`src/rtl/versatile_fifo_rd_stream.sv`:
```
`default_nettype none
// ============================================================================
// versatile_fifo_rd_stream : FIFO read-side consumer with 2-entry skid buffer
// Rev 1.0
// ============================================================================
module versatile_fifo_rd_stream #(
  parameter int DATA_WIDTH = 18
) (
  input  logic                  clk,
  input  logic                  rst,
  input  logic [DATA_WIDTH-1:0] fifo_q,
  input  logic                  fifo_empty,
  output logic                  fifo_rd,
  input  logic                  wr_busy,
  output logic [DATA_WIDTH-1:0] m_data,
  output logic                  m_valid,
  input  logic                  m_ready,
  output logic [1:0]            level
);

  logic [1:0]            r_occ;
  logic                  r_inflight;
  logic                  r_valid;
  logic [DATA_WIDTH-1:0] r_e0;
  logic [DATA_WIDTH-1:0] r_e1;

  logic       w_pop;
  logic       w_push;
  logic [2:0] w_space;
  logic [1:0] w_occ_nxt;
  logic       w_ld_e0_q;
  logic       w_ld_e1_q;
  logic       w_shift;

  // Credit counts the in-flight word so occ + inflight never exceeds 2.
  always_comb begin
    w_pop   = r_valid & m_ready;
    w_push  = r_inflight;
    w_space = 3'd2 - {1'b0, r_occ} - {2'b00, r_inflight} + {2'b00, w_pop};
    fifo_rd = rst & ~fifo_empty & ~wr_busy & (w_space != 3'd0);
  end

  always_comb begin
    w_occ_nxt = r_occ;
    w_ld_e0_q = 1'b0;
    w_ld_e1_q = 1'b0;
    w_shift   = 1'b0;
    if (r_occ == 2'd0) begin
      if (w_push) begin
        w_occ_nxt = 2'd1;
        w_ld_e0_q = 1'b1;
      end
    end else if (r_occ == 2'd1) begin
      if (w_push && w_pop) begin
        w_occ_nxt = 2'd1;
        w_ld_e0_q = 1'b1;
      end else if (w_push) begin
        w_occ_nxt = 2'd2;
        w_ld_e1_q = 1'b1;
      end else if (w_pop) begin
        w_occ_nxt = 2'd0;
      end
    end else if (r_occ == 2'd2) begin
      if (w_pop && !w_push) begin
        w_occ_nxt = 2'd1;
        w_shift   = 1'b1;
      end
    end
  end

  always_ff @(posedge clk) begin
    if (!rst) begin
      r_occ      <= 2'd0;
      r_inflight <= 1'b0;
      r_valid    <= 1'b0;
      r_e0       <= '0;
      r_e1       <= '0;
    end else begin
      assert (!(w_push && (r_occ == 2'd2)));
      r_occ      <= w_occ_nxt;
      r_inflight <= fifo_rd;
      r_valid    <= (w_occ_nxt != 2'd0);
      if (w_ld_e0_q) begin
        r_e0 <= fifo_q;
      end else if (w_shift) begin
        r_e0 <= r_e1;
      end
      if (w_ld_e1_q) begin
        r_e1 <= fifo_q;
      end
    end
  end

  assign m_data  = r_e0;
  assign m_valid = r_valid;
  assign level   = r_occ;

endmodule
`default_nettype wire
```
`config.mk`:
```
export PLATFORM = sky130hd
export DESIGN_NAME = versatile_fifo_rd_stream
export DESIGN_NICKNAME = d
export VERILOG_FILES = /design/src/rtl/versatile_fifo_rd_stream.sv
export SDC_FILE = /design/constraint.sdc
export NUM_CORES = 1
export LEC_CHECK = 0
export CORE_MARGIN = 1.5
export CORE_UTILIZATION = 40
export DETAILED_ROUTE_END_ITERATION = 10
export GPL_TIMING_DRIVEN = 1
export PLACE_DENSITY_LB_ADDON = 0.12
export SETUP_SLACK_MARGIN = 0.3
export SYNTH_ARGS = -nofsm -noshare
export SYNTH_HDL_FRONTEND = slang
export SYNTH_SLANG_ARGS = --single-unit
```
`constraint.sdc`:
```
create_clock -name clk -period 3.25 [get_ports clk]
set_input_delay 0.65 -clock clk [delete_from_list [all_inputs] [get_ports clk]]
set_output_delay 0.65 -clock clk [all_outputs]
set_load 0.05 [all_outputs]
```
* Word-level counts from Yosys, hierarchy flattened *
Index checks and enable logic that the tools add are counted.

storage, ports and cells
  output and inout bits = 22
  word-level logic and storage cells = 44
  input port bits = 23
  flip-flop bits (word level) = 40

operators by class
  muxes and demuxes = 21
  $add $sub $neg = 3
  bitwise logic cells = 6
  eq/ne operators = 2
  reduce and logical (&&, ||, !) cells = 7

operators by type and width
  kind                   count
  $mux W18               2
  $mux W2                8
  $mux W1                11
  $and A1 B1 Y1          4
  $reduce_bool A2 Y1     2
  $add A3 B1 Y3          1
  $reduce_bool A3 Y1     1
  $sub A2 B2 Y3 const A  1
  $sub A3 B1 Y3          1
  $eq A2 B1 Y1 const B   1
  $eq A2 B2 Y1 const B   1
  $logic_and A1 B1 Y1    2
  $logic_not A2 Y1       1
  $not A1 Y1             2
  $logic_not A1 Y1       1

* Longest topological paths before layout *
Gate-level depths: netlist of the first run.

  depth after elaboration = 8
  depth in mapped cells = 7

* Worst setup path before layout of the first run *
No wires, ideal clock.

  kind = register to output
  from = reg r_valid, in the netlist m_valid
  to = out fifo_rd
  path buffers = 0
  stages on the path, launching flop included = 7
  required time = 2.600 ns
  arrival = 3.187 ns
  path slack = -0.587 ns
  cells stage by stage = dfxtp_1 nand2_1 fa_1 ha_1 nand2_1 nor2_1 nor4b_1

on the way
  longest elaborated chain between the ends = 4

RTL lines
  element                 line  text
  from (decl)             23    logic r_valid;
  from (signal assigned)  82    r_valid <= (w_occ_nxt != 2'd0);
  $and A1 B1 Y1           37    w_pop = r_valid & m_ready;
  $add A3 B1 Y3           39    w_space = 3'd2 - {1'b0, r_occ} - {2'b00, r_inflight} + {2'b00, w_pop};
  $reduce_bool A3 Y1      40    fifo_rd = rst & ~fifo_empty & ~wr_busy & (w_space != 3'd0);
  $and A1 B1 Y1           40
  to (decl)               13    output logic fifo_rd,

No other way between the ends.

* Worst setup path after layout of the first run *
  from = in m_ready
  to = out fifo_rd

on the way
  longest elaborated chain between the ends = 4

RTL lines
  element             line  text
  from (decl)         17    input logic m_ready,
  $and A1 B1 Y1       37
  $add A3 B1 Y3       39
  $reduce_bool A3 Y1  40
  $and A1 B1 Y1       40

No other way between the ends.

==> results of run 1 <==
==> routing by layer <==
metal  routed length [microns]  global-route usage (%)
met1                      2000                    24.8
met2                      2120                    29.8
met3                       224                    5.19
met4                        63                    8.12
met5                         0                       0
==> sequential cells by signal, indices dropped and copies added (netlist names) <==
name	count
level	2
r_inflight	1
m_valid	1
r_e1	18
m_data	18
==> cells in the final DEF (no fill, tap or decap), drive strengths merged <==
master and instances:
clkdlybuf4s50 42, clkbuf 5, nor3 2, fa 1, inv 2, dfxtp 40
nand2b 1, o21ai 19, a21bo 1, nor2 1, bufinv 3, dlygate4sd2 1
and3b 1, nor2b 1, nand3b 1, mux2i 1, a21boi 22, ha 2
nand2 3, o31a 19, nand3 19, o21a 1, buf 8, a32o 1
o221a 18, nor4b 2
==> report_power, final <==
part	internal (mW)	leakage [nW]	switching [mW]	total, mW
sequential	0.523	0.325	0.0298	0.552
clock	0.384	0.0784	0.182	0.566
combinational	0.143	0.432	0.226	0.369
total	1.05	0.835	0.438	1.49
==> worst max-delay path, delay by kind of cell <==
family	cells	cell delay [ps]
adder cells (fa/ha/maj)	2	620
buffers and inverters	2	400
AND/OR/NAND/NOR	4	530
==> kinds of logic after synthesis <==
logic type	Yosys count	share of synthesized area, %
compound gates	81	36.8
simple gates	31	9.24
buf+inv	21	6.46
flops	40	44.5
mux	1	0.556
fa+ha+maj	3	2.50
==> worst max-delay path by stage <==
stage                             startpoint       to  cells past startpoint
after floorplan           m_valid$_SDFF_PN0_  fifo_rd                      6
after global placement               m_ready  fifo_rd                      8
after detailed placement             m_ready  fifo_rd                      8
after CTS                            m_ready  fifo_rd                      8
after global routing                 m_ready  fifo_rd                      8
final                                m_ready  fifo_rd                      8
==> area by class of cell <==
class | instances | area, sq um | area share [%]
clock buffer | 5 | 68.8 | 2.83
clock inverter | 3 | 90.1 | 3.70
inverter | 2 | 7.51 | 0.308
multi-input combinational | 116 | 901 | 37.0
sequential | 40 | 801 | 32.9
tap | 52 | 65.1 | 2.67
timing repair buffer | 51 | 502 | 20.6
==> summary.txt, run 1 <==
Cells and area
  • Filler cells: a little under 400
  • Finished layout cell area: around 2400 sq um
  • Area Overhead vs Synth: 35.2%
  • Non-Filler Instances: around 270
  • Fin util: a little under three fifths
  • Diode count: 0
  • Nets: approximately 240
  • Layout cells sized above 1: ~13%

Drt
  • Avg WL per Cell: 16.4 microns
  • DRC Markers: 0
  • Routed vias/inst: slightly below 6
  • Initial DRC Count: just under 100
  • Vias: approximately 1,600
  • Drt pass-1 iters: 4
  • DRT antenna net count: 0
  • WL final: approximately 4400 microns

Placed design
  • Place WS: around 160 ps
  • DP Area: roughly 2300 sq um
  • GPL Wtd Cong: ~0.74
  • Hpwl dp: roughly 2800 microns
  • DP Cell Count: around 260
  • PortBufs: 44

Timing
  • Skew final: between 4 and 5 ps
  • RSZ-0062 raised after global routing: no
  • Hold_ws: between 400 and 500 ps
  • Final worst path period share: approximately 87%
  • Final Critical Period: 2840 ps
  • Final worst slack: between 400 and 500 ps
  • Max-slew headroom: between 50% and 60%
  • Setup TNS: 0 ps
  • Slew @ Worst Pin: ~630 ps
  • Final Max Slew Viols: 0
  • Final hold viol count: 0
  • Final setup fails: 0
  • Max frequency: roughly 350 MHz

Global routing
  • Largest net degree at the start of global routing: 41
  • First-pass GRT wire length: roughly 7600 microns
  • Grt ovf: 0
  • Vias in the first global route: ~1,600
  • Initial antenna violation count: 0
  • GRT Overall Usage: roughly a fifth

Floorplanning
  • Die area: approximately 4900 sq um
  • # rows: 24
  • I/O pins: 45
  • Chip width: approximately 70 microns
  • Initial Utilization: 41.4%
  • Die Ht: between 70 and 80 microns
  • Core area: 4350 sq um

Clock tree
  • TritonCTS Buffers: 5
  • Sink Count: 40
  • CTS tree: built
  • Clock Latency Late Sink: ~300 ps
  • Clock Pin Slew Worst Setup and Hold Paths: about 80 ps
  • Hold-fix buffers, CTS: 0
  • Setup Buffers After CTS: 0
  • CTS Buffer Depth: 2
  • H-tree depth: 2
  • CTS resizes: 2
  • CTS root buf: clkbuf_8

Synthesis
  • Cell count after synthesis: 177
  • Mean Syn Cell Area: 10.2 sq um
  • Most common cell in the netlist: dfxtp_1
  • Synth async-reset ratio: 0%
  • Yosys top cell by area: dfxtp_1
  • Synthesized area: roughly 1800 sq um
  • Main area contributors after synthesis: dfxtp_1 (44%), o31a_1 (9.2%), o221a_1 (6.3%), nand3_1 (5.3%), o21ai_0 (5.3%)
  • Syn_nets: roughly 200
  • Sequential element share of the synthesized area: ~44%
  • Yosys reg bits: 40
  • Number of synthesized flops with an enable pin: 0
  • Primary FF master, synth: dfxtp_1
  • Post-synth top area share: between 40% and 50%
  • Post-synth top cells: dfxtp_1 (40), nand3_1 (19), o21ai_0 (19), o31a_1 (19), a21boi_0 (11)
  • Synthesis Warnings: 0
  • Yosys cell types: 29

Power
  • Static leakage power: 0.835 nW
  • Worst VDD drop: ~0.34 mV
  • PwrDens: a little over 600 nW/um^2
  • Power Total: approximately 1.5 mW

Setup path
  • Worst Setup End Kind: output pin
  • R2r setup slk: between 1000 and 1500 ps
  • CP Launch Type: input pin
  • CP required: approximately 2600 ps
  • Crit path top cell by count: nand2_1
  • FF-to-FF End: m_data[5]$_SDFFE_PN0P_
  • Crit-path cells: dlygate4sd2_1, nand2_1, fa_2, ha_1, nand2_1, nor2_1, nor4b_4, buf_12
  • Reg2Reg Depth: 3
  • Crit path DAT: roughly 2200 ps
  • Critical path class: in -> out
  • CP peak stage delay: 340 ps
  • Worst path slowest cell: fa_2
  • Max FO, Critical Path: 2
  • Reg-to-Reg Start: level[0]$_SDFF_PN0_

Min path
  • Worst Hold Path EP: r_e1[9]$_SDFFE_PN0P_
  • Hold depth: 2
  • Hold Crit Start: r_e1[9]$_SDFFE_PN0P_
  • Hold crit path type: reg -> reg

Flow run
  • Max-Cap Viols: 0

Status
  • Status: finished clean
Note: power is estimated with default switching activity, not from simulation.
==> run 2: changes to the inputs <==
- REMOVE_ABC_BUFFERS: default -> 1
==> run 2 against run 1 <==
Die area is the same; setup slack gained 47 ps; combinational power is essentially flat; critical path type unchanged; highest routed layer unchanged.
==> summary.txt, run 2 (synthesized netlist as in run 1, its figures left out) <==
Global routing
  • Initial antenna violation count: 0 (unchanged)
  • Grt ovf: 0 (unchanged)
  • Vias in the first global route: 1,584 (-2.4%)
  • GRT Overall Usage: 18.7% (-0.34 points)
  • Largest net degree at the start of global routing: 41 (unchanged)
  • First-pass GRT wire length: 7480 microns (-1.1%)

Drt
  • DRC Markers: 0 (unchanged)
  • WL final: 4490 microns (+1.8%)
  • Avg WL per Cell: 16.7 microns (+1.8%)
  • Routed length on met2: 2070 microns (-2.3%)
  • Drt pass-1 iters: 4 (unchanged)
  • Met3 WL: 217 microns (-3.1%)
  • DRT met1 WL: 2130 microns (+6.8%)
  • Vias: 1,581 (-1.2%)
  • Routed vias/inst: 5.88 (-1.2%)
  • Initial DRC Count: 148 (+49%)
  • DRT antenna net count: 0 (unchanged)
  • Highest routed layer: met4

Timing
  • Slew @ Worst Pin: 618 ps (-8.10 ps)
  • Max-slew headroom: 58.8% (+0.54 points)
  • Final Max Slew Viols: 0 (unchanged)
  • Final Critical Period: 2790 ps (-47.5 ps)
  • Hold_ws: 483 ps (+3.29 ps)
  • RSZ-0062 raised after global routing: no
  • Max frequency: 358 MHz (+1.7%)
  • Final setup fails: 0 (unchanged)
  • Skew final: 9.69 ps (+4.85 ps)
  • Final worst path period share: 85.8% (-1.5 points)
  • Final hold viol count: 0 (unchanged)

Floorplanning
  • Initial Utilization: 41.4% (unchanged)
  • Die Ht: 70.1 microns (unchanged)
  • Chip width: 70.1 microns (unchanged)
  • # rows: 24 (unchanged)
  • Core area: 4350 sq um (unchanged)
  • Die area: 4910 sq um (unchanged)
  • I/O pins: 45 (unchanged)

Placed design
  • PortBufs: 44 (unchanged)
  • DP Area: 2260 sq um (-0.66%)
  • Hpwl dp: 2760 microns (-0.30%)
  • GPL Wtd Cong: 0.856 (+16%)

Power
  • Clock power share: 32.6% (-5.5 points)
  • Flop pwr share: 40.5% (+3.4 points)
  • PwrDens: 570 nW/um^2 (-6.7%)
  • Part of the power in combinational logic: 26.9% (+2.1 points)
  • Worst VDD drop: 0.307 mV (-8.4%)
  • Static leakage power: 0.816 nW (-2.2%)
  • Sw Ratio: 31.7% (+2.2 points)
  • Net Sw Power: 0.432 mW (-1.4%)
  • Cell Int Power: 0.933 mW (-11%)

Cells and area
  • Commonest non-fill, non-tap cell in the layout: clkdlybuf4s50_1
  • Nets: 242 (unchanged)
  • Finished layout cell area: 2390 sq um (-1.7%)
  • Commonest non-fill, non-tap cells in the layout: clkdlybuf4s50_1 (42), dfxtp_1 (40), nand3_1 (19), o31a_1 (19), o21ai_0 (19)
  • Layout cells sized above 1: 12.9% (unchanged)
  • Diode count: 0 (unchanged)
  • Area Overhead vs Synth: 32.9%

Min path
  • Hold crit path type: reg -> reg
  • Worst Hold Path EP: r_e1[12]$_SDFFE_PN0P_
  • Hold Crit Start: r_e1[12]$_SDFFE_PN0P_
  • Hold depth: 2 (unchanged)

Clock tree
  • TritonCTS Buffers: 5 (unchanged)
  • Hold-fix buffers, CTS: 0 (unchanged)
  • H-tree depth: 2 (unchanged)
  • Clock Pin Slew Worst Setup and Hold Paths: 80 ps (about the same)
  • Clock Latency Late Sink: 290 ps (about the same)
  • CTS tree: built
  • CTS root buf: clkbuf_8
  • Sink Count: 40 (unchanged)
  • CTS Buffer Depth: 2 (unchanged)

Setup path
  • Critical path class: in -> out
  • Crit path DAT: 2140 ps (-50 ps)
  • Worst Setup End Kind: output pin
  • Reg-to-Reg Start: level[0]$_SDFF_PN0_
  • Reg2Reg Depth: 3 (unchanged)
  • R2r setup slk: 1360 ps (-60 ps)
  • FF-to-FF End: m_data[4]$_SDFFE_PN0P_
  • CP required: 2600 ps (about the same)
  • Max FO, Critical Path: 2 (unchanged)
  • CP Launch Type: input pin

Flow run
  • Max-Cap Viols: 0 (unchanged)

Status
  • Status: finished clean
-- run 2: per-layer routing --
metal / vias up / track usage [%]
li1: 758 / -
met1: 779 / 24.6
met2: 36 / 29.3
met3: 8 / 5.48
met4: 0 / 6.62
met5: - / 0
-- run 2: critical path: stages --
cell and delay (ps):
dlygate4sd2_1 210, nand2_1 70, fa_2 350, ha_1 270, nand2_1 60, nor2_1 50, nor4b_2 200, buf_4 150
buf_12 120
-- run 2: through the flow --
step | power (mW) | setup TNS (ps) | setup slack, ps | utilization, % | cells
4_1_cts | 1.37 | 0 | 366 | 54.8 | 269
3_5_place_dp | 0.928 | 0 | 125 | 51.9 | 261
3_3_place_gp | 0.919 | 0 | 148 | 51.9 | 261
6_report | 1.37 | 0 | 460 | 55.0 | 269
5_1_grt | 1.42 | 0 | 325 | 55.0 | 269
2_1_floorplan | 0.779 | -588 | -588 | - | 158
-- run 2: cell type report --
type / count / area (sq um)
Fill cell: 387 / 1960
Multi-Input combinational cell: 116 / 892
Sequential cell: 40 / 801
Timing Repair Buffer: 51 / 502
Clock buffer: 7 / 96.3
Tap cell: 52 / 65.1
Clock inverter: 1 / 30.0
Inverter: 2 / 7.51
-- run 2: worst max-delay path by stage --
stage,start,end,slack [ps],cells past startpoint
finish,m_ready,fifo_rd,460,9
global route,m_ready,fifo_rd,330,9
CTS,m_ready,fifo_rd,370,9
detailed placement,m_ready,fifo_rd,120,9
global placement,m_ready,fifo_rd,150,9
floorplan,m_valid$_SDFF_PN0_,fifo_rd,-590,6
-- run 2: timing repair --
item,in CTS,in global routing
buffers inserted,0,0
resized for setup,2,1
endpoints found under the setup margin,1,1
cloned,0,0
pin swaps,2,1
-- run 2: power by group through the flow --
stage,Clock [mW],Sequential [mW],Combinational [mW]
2_1_floorplan,0,0.652,0.127
3_3_place_gp,0,0.561,0.358
3_5_place_dp,0,0.563,0.365
4_1_cts,0.455,0.552,0.367
5_1_grt,0.475,0.557,0.391
6_report,0.446,0.553,0.367
==> run 3: changes to the inputs <==
- ABC_CLOCK_PERIOD_IN_PS: default -> 3250
- CORE_ASPECT_RATIO: default -> 1.1
==> run 3 against run 2 <==
Setup slack lost 49 ps; hold slack lost 6.5 ps; utilization rose by 0.10 points; clock skew decreased by 3.1 ps; wire length is 1.7% higher; via count grew 1.0%; sequential cell count stayed put; combinational power hardly changed; final cell count is 0.74% higher; largest cell class unchanged; highest routed layer unchanged.
==> summary.txt, run 3 (synthesized netlist as in run 1, its figures left out) <==
Drt
  • DRT antenna net count: 0 (unchanged)
  • WL final: 4570 microns (+1.7%)
  • Avg WL per Cell: 16.8 microns (+0.99%)
  • Vias: 1,597 (+1.0%)
  • DRC Markers: 0 (unchanged)
  • Drt pass-1 iters: 5 (+1)
  • Initial DRC Count: 125 (-16%)
  • Routed vias/inst: 5.89 (+0.27%)

Floorplanning
  • Initial Utilization: 41.7% (+0.36 points)
  • I/O pins: 45 (unchanged)
  • # rows: 25 (+4.2%)
  • Die Ht: 73.4 microns (+4.7%)
  • Chip width: 67.0 microns (-4.5%)
  • Core area: 4320 sq um (-0.86%)
  • Die area: 4910 sq um (about the same)

Cells and area
  • Commonest non-fill, non-tap cells in the layout: clkdlybuf4s50_1 (42), dfxtp_1 (40), nand3_1 (19), o31a_1 (19), o21ai_0 (19)
  • Nets: 242 (unchanged)
  • Finished layout cell area: 2380 sq um (-0.68%)
  • Area Overhead vs Synth: 32.0%
  • Diode count: 0 (unchanged)
  • Commonest non-fill, non-tap cell in the layout: clkdlybuf4s50_1
  • Layout cells sized above 1: 12.4% (-0.46 points)

Global routing
  • Vias in the first global route: 1,613 (+1.8%)
  • Grt ovf: 0 (unchanged)
  • GRT Overall Usage: 20.4% (+1.7 points)
  • First-pass GRT wire length: 7610 microns (+1.8%)
  • Initial antenna violation count: 0 (unchanged)
  • Largest net degree at the start of global routing: 41 (unchanged)

Setup path
  • Max FO, Critical Path: 2 (unchanged)
  • CP required: 2600 ps (about the same)
  • CP Launch Type: input pin
  • Critical path class: in -> out
  • Worst Setup End Kind: output pin
  • Crit path DAT: 2190 ps (+50 ps)

Clock tree
  • CTS root buf: clkbuf_8
  • Clock Pin Slew Worst Setup and Hold Paths: 70 ps (about the same)
  • TritonCTS Buffers: 5 (unchanged)
  • Hold-fix buffers, CTS: 0 (unchanged)
  • Sink Count: 40 (unchanged)
  • Clock Latency Late Sink: 300 ps (about the same)
  • H-tree depth: 2 (unchanged)
  • CTS tree: built
  • Setup Buffers After CTS: 0 (unchanged)
  • CTS Buffer Depth: 2 (unchanged)

Placed design
  • Hpwl dp: 2810 microns (+1.9%)
  • DP Area: 2260 sq um (+0.11%)
  • GPL Wtd Cong: 0.685 (-20%)
  • PortBufs: 44 (unchanged)

Power
  • Static leakage power: 0.807 nW (-1.1%)
  • Worst VDD drop: 0.367 mV (+19%)
  • PwrDens: 557 nW/um^2 (-2.4%)
  • Power Total: 1.32 mW (-3.1%)

Timing
  • Final Critical Period: 2840 ps (+48.8 ps)
  • Setup TNS: 0 ps (unchanged)
  • Final Max Slew Viols: 0 (unchanged)
  • Final setup fails: 0 (unchanged)
  • Max frequency: 352 MHz (-1.7%)
  • Skew final: 6.62 ps (-3.07 ps)
  • Max-slew headroom: 61.8% (+3.0 points)
  • Final worst path period share: 87.3% (+1.5 points)
  • RSZ-0062 raised after global routing: no
  • Hold_ws: 476 ps (-6.45 ps)
  • Slew @ Worst Pin: 573 ps (-44.8 ps)
  • Final hold viol count: 0 (unchanged)

Min path
  • Hold crit path type: reg -> reg

Status
  • Status: finished clean

Flow run
  • Max-Cap Viols: 0 (unchanged)
run 3: cell count changes in the layout (fill, tap and decap cells not counted), sizes merged:
cell / change
clkbuf: -1
clkinv: +1
run 3: routing by layer:
metal	track usage [%]	wire [microns]	vias to the layer above
met2	34.7	2280	44
met3	4.44	211	7
met4	9.07	79	0
li1	-	-	762
met1	24.6	2000	784
met5	0	0	-
run 3: critical path, stage by stage:
cell and delay [ps]:
dlygate4sd2_1 210, nand2_1 70, fa_2 350, ha_1 270
nand2_1 60, nor2_1 50, nor4b_2 240, buf_4 160
buf_12 120
run 3: final cells by class:
class | count | area (sq um)
inverter | 2 | 7.51
tap | 54 | 67.6
fill | 383 | 1940
multi-input combinational | 116 | 892
clock inverter | 2 | 35.0
timing repair buffer | 51 | 502
clock buffer | 6 | 72.6
sequential | 40 | 801
run 3: worst paths after layout:
| path | slack [ps] | startpoint | depth (start not counted) | endpoint |
|---|---|---|---|---|
| setup / recovery | 410 | m_ready | 9 | fifo_rd |
| hold / removal | 480 | r_e1[12]$_SDFFE_PN0P_ | 2 | r_e1[12]$_SDFFE_PN0P_ |
| setup reg to reg | 1390 | level[0]$_SDFF_PN0_ | 3 | m_data[3]$_SDFFE_PN0P_ |
| hold reg to reg | 480 | r_e1[12]$_SDFFE_PN0P_ | 2 | r_e1[12]$_SDFFE_PN0P_ |
run 3: stage by stage:
| step | worst slack [ps] | util, % | instances |
|---|---|---|---|
| final | 411 | 55.1 | 271 |
| after global routing | 302 | 55.1 | 271 |
| after CTS | 351 | 54.9 | 271 |
| after detailed placement | 120 | 52.4 | 263 |
| after global placement | 146 | 52.4 | 263 |
| after floorplan | -588 | - | 158 |
run 3: report_power, final:
part / total [mW] / switching, mW / leakage, nW / internal [mW]
sequential: 0.552 / 0.0297 / 0.325 / 0.523
combinational: 0.368 / 0.228 / 0.427 / 0.140
clock: 0.403 / 0.175 / 0.0552 / 0.228
run 3: what timing repair did:
action,CTS,global route
pin swaps,2,0
endpoints found under the setup margin,1,1
gates resized for setup,2,1
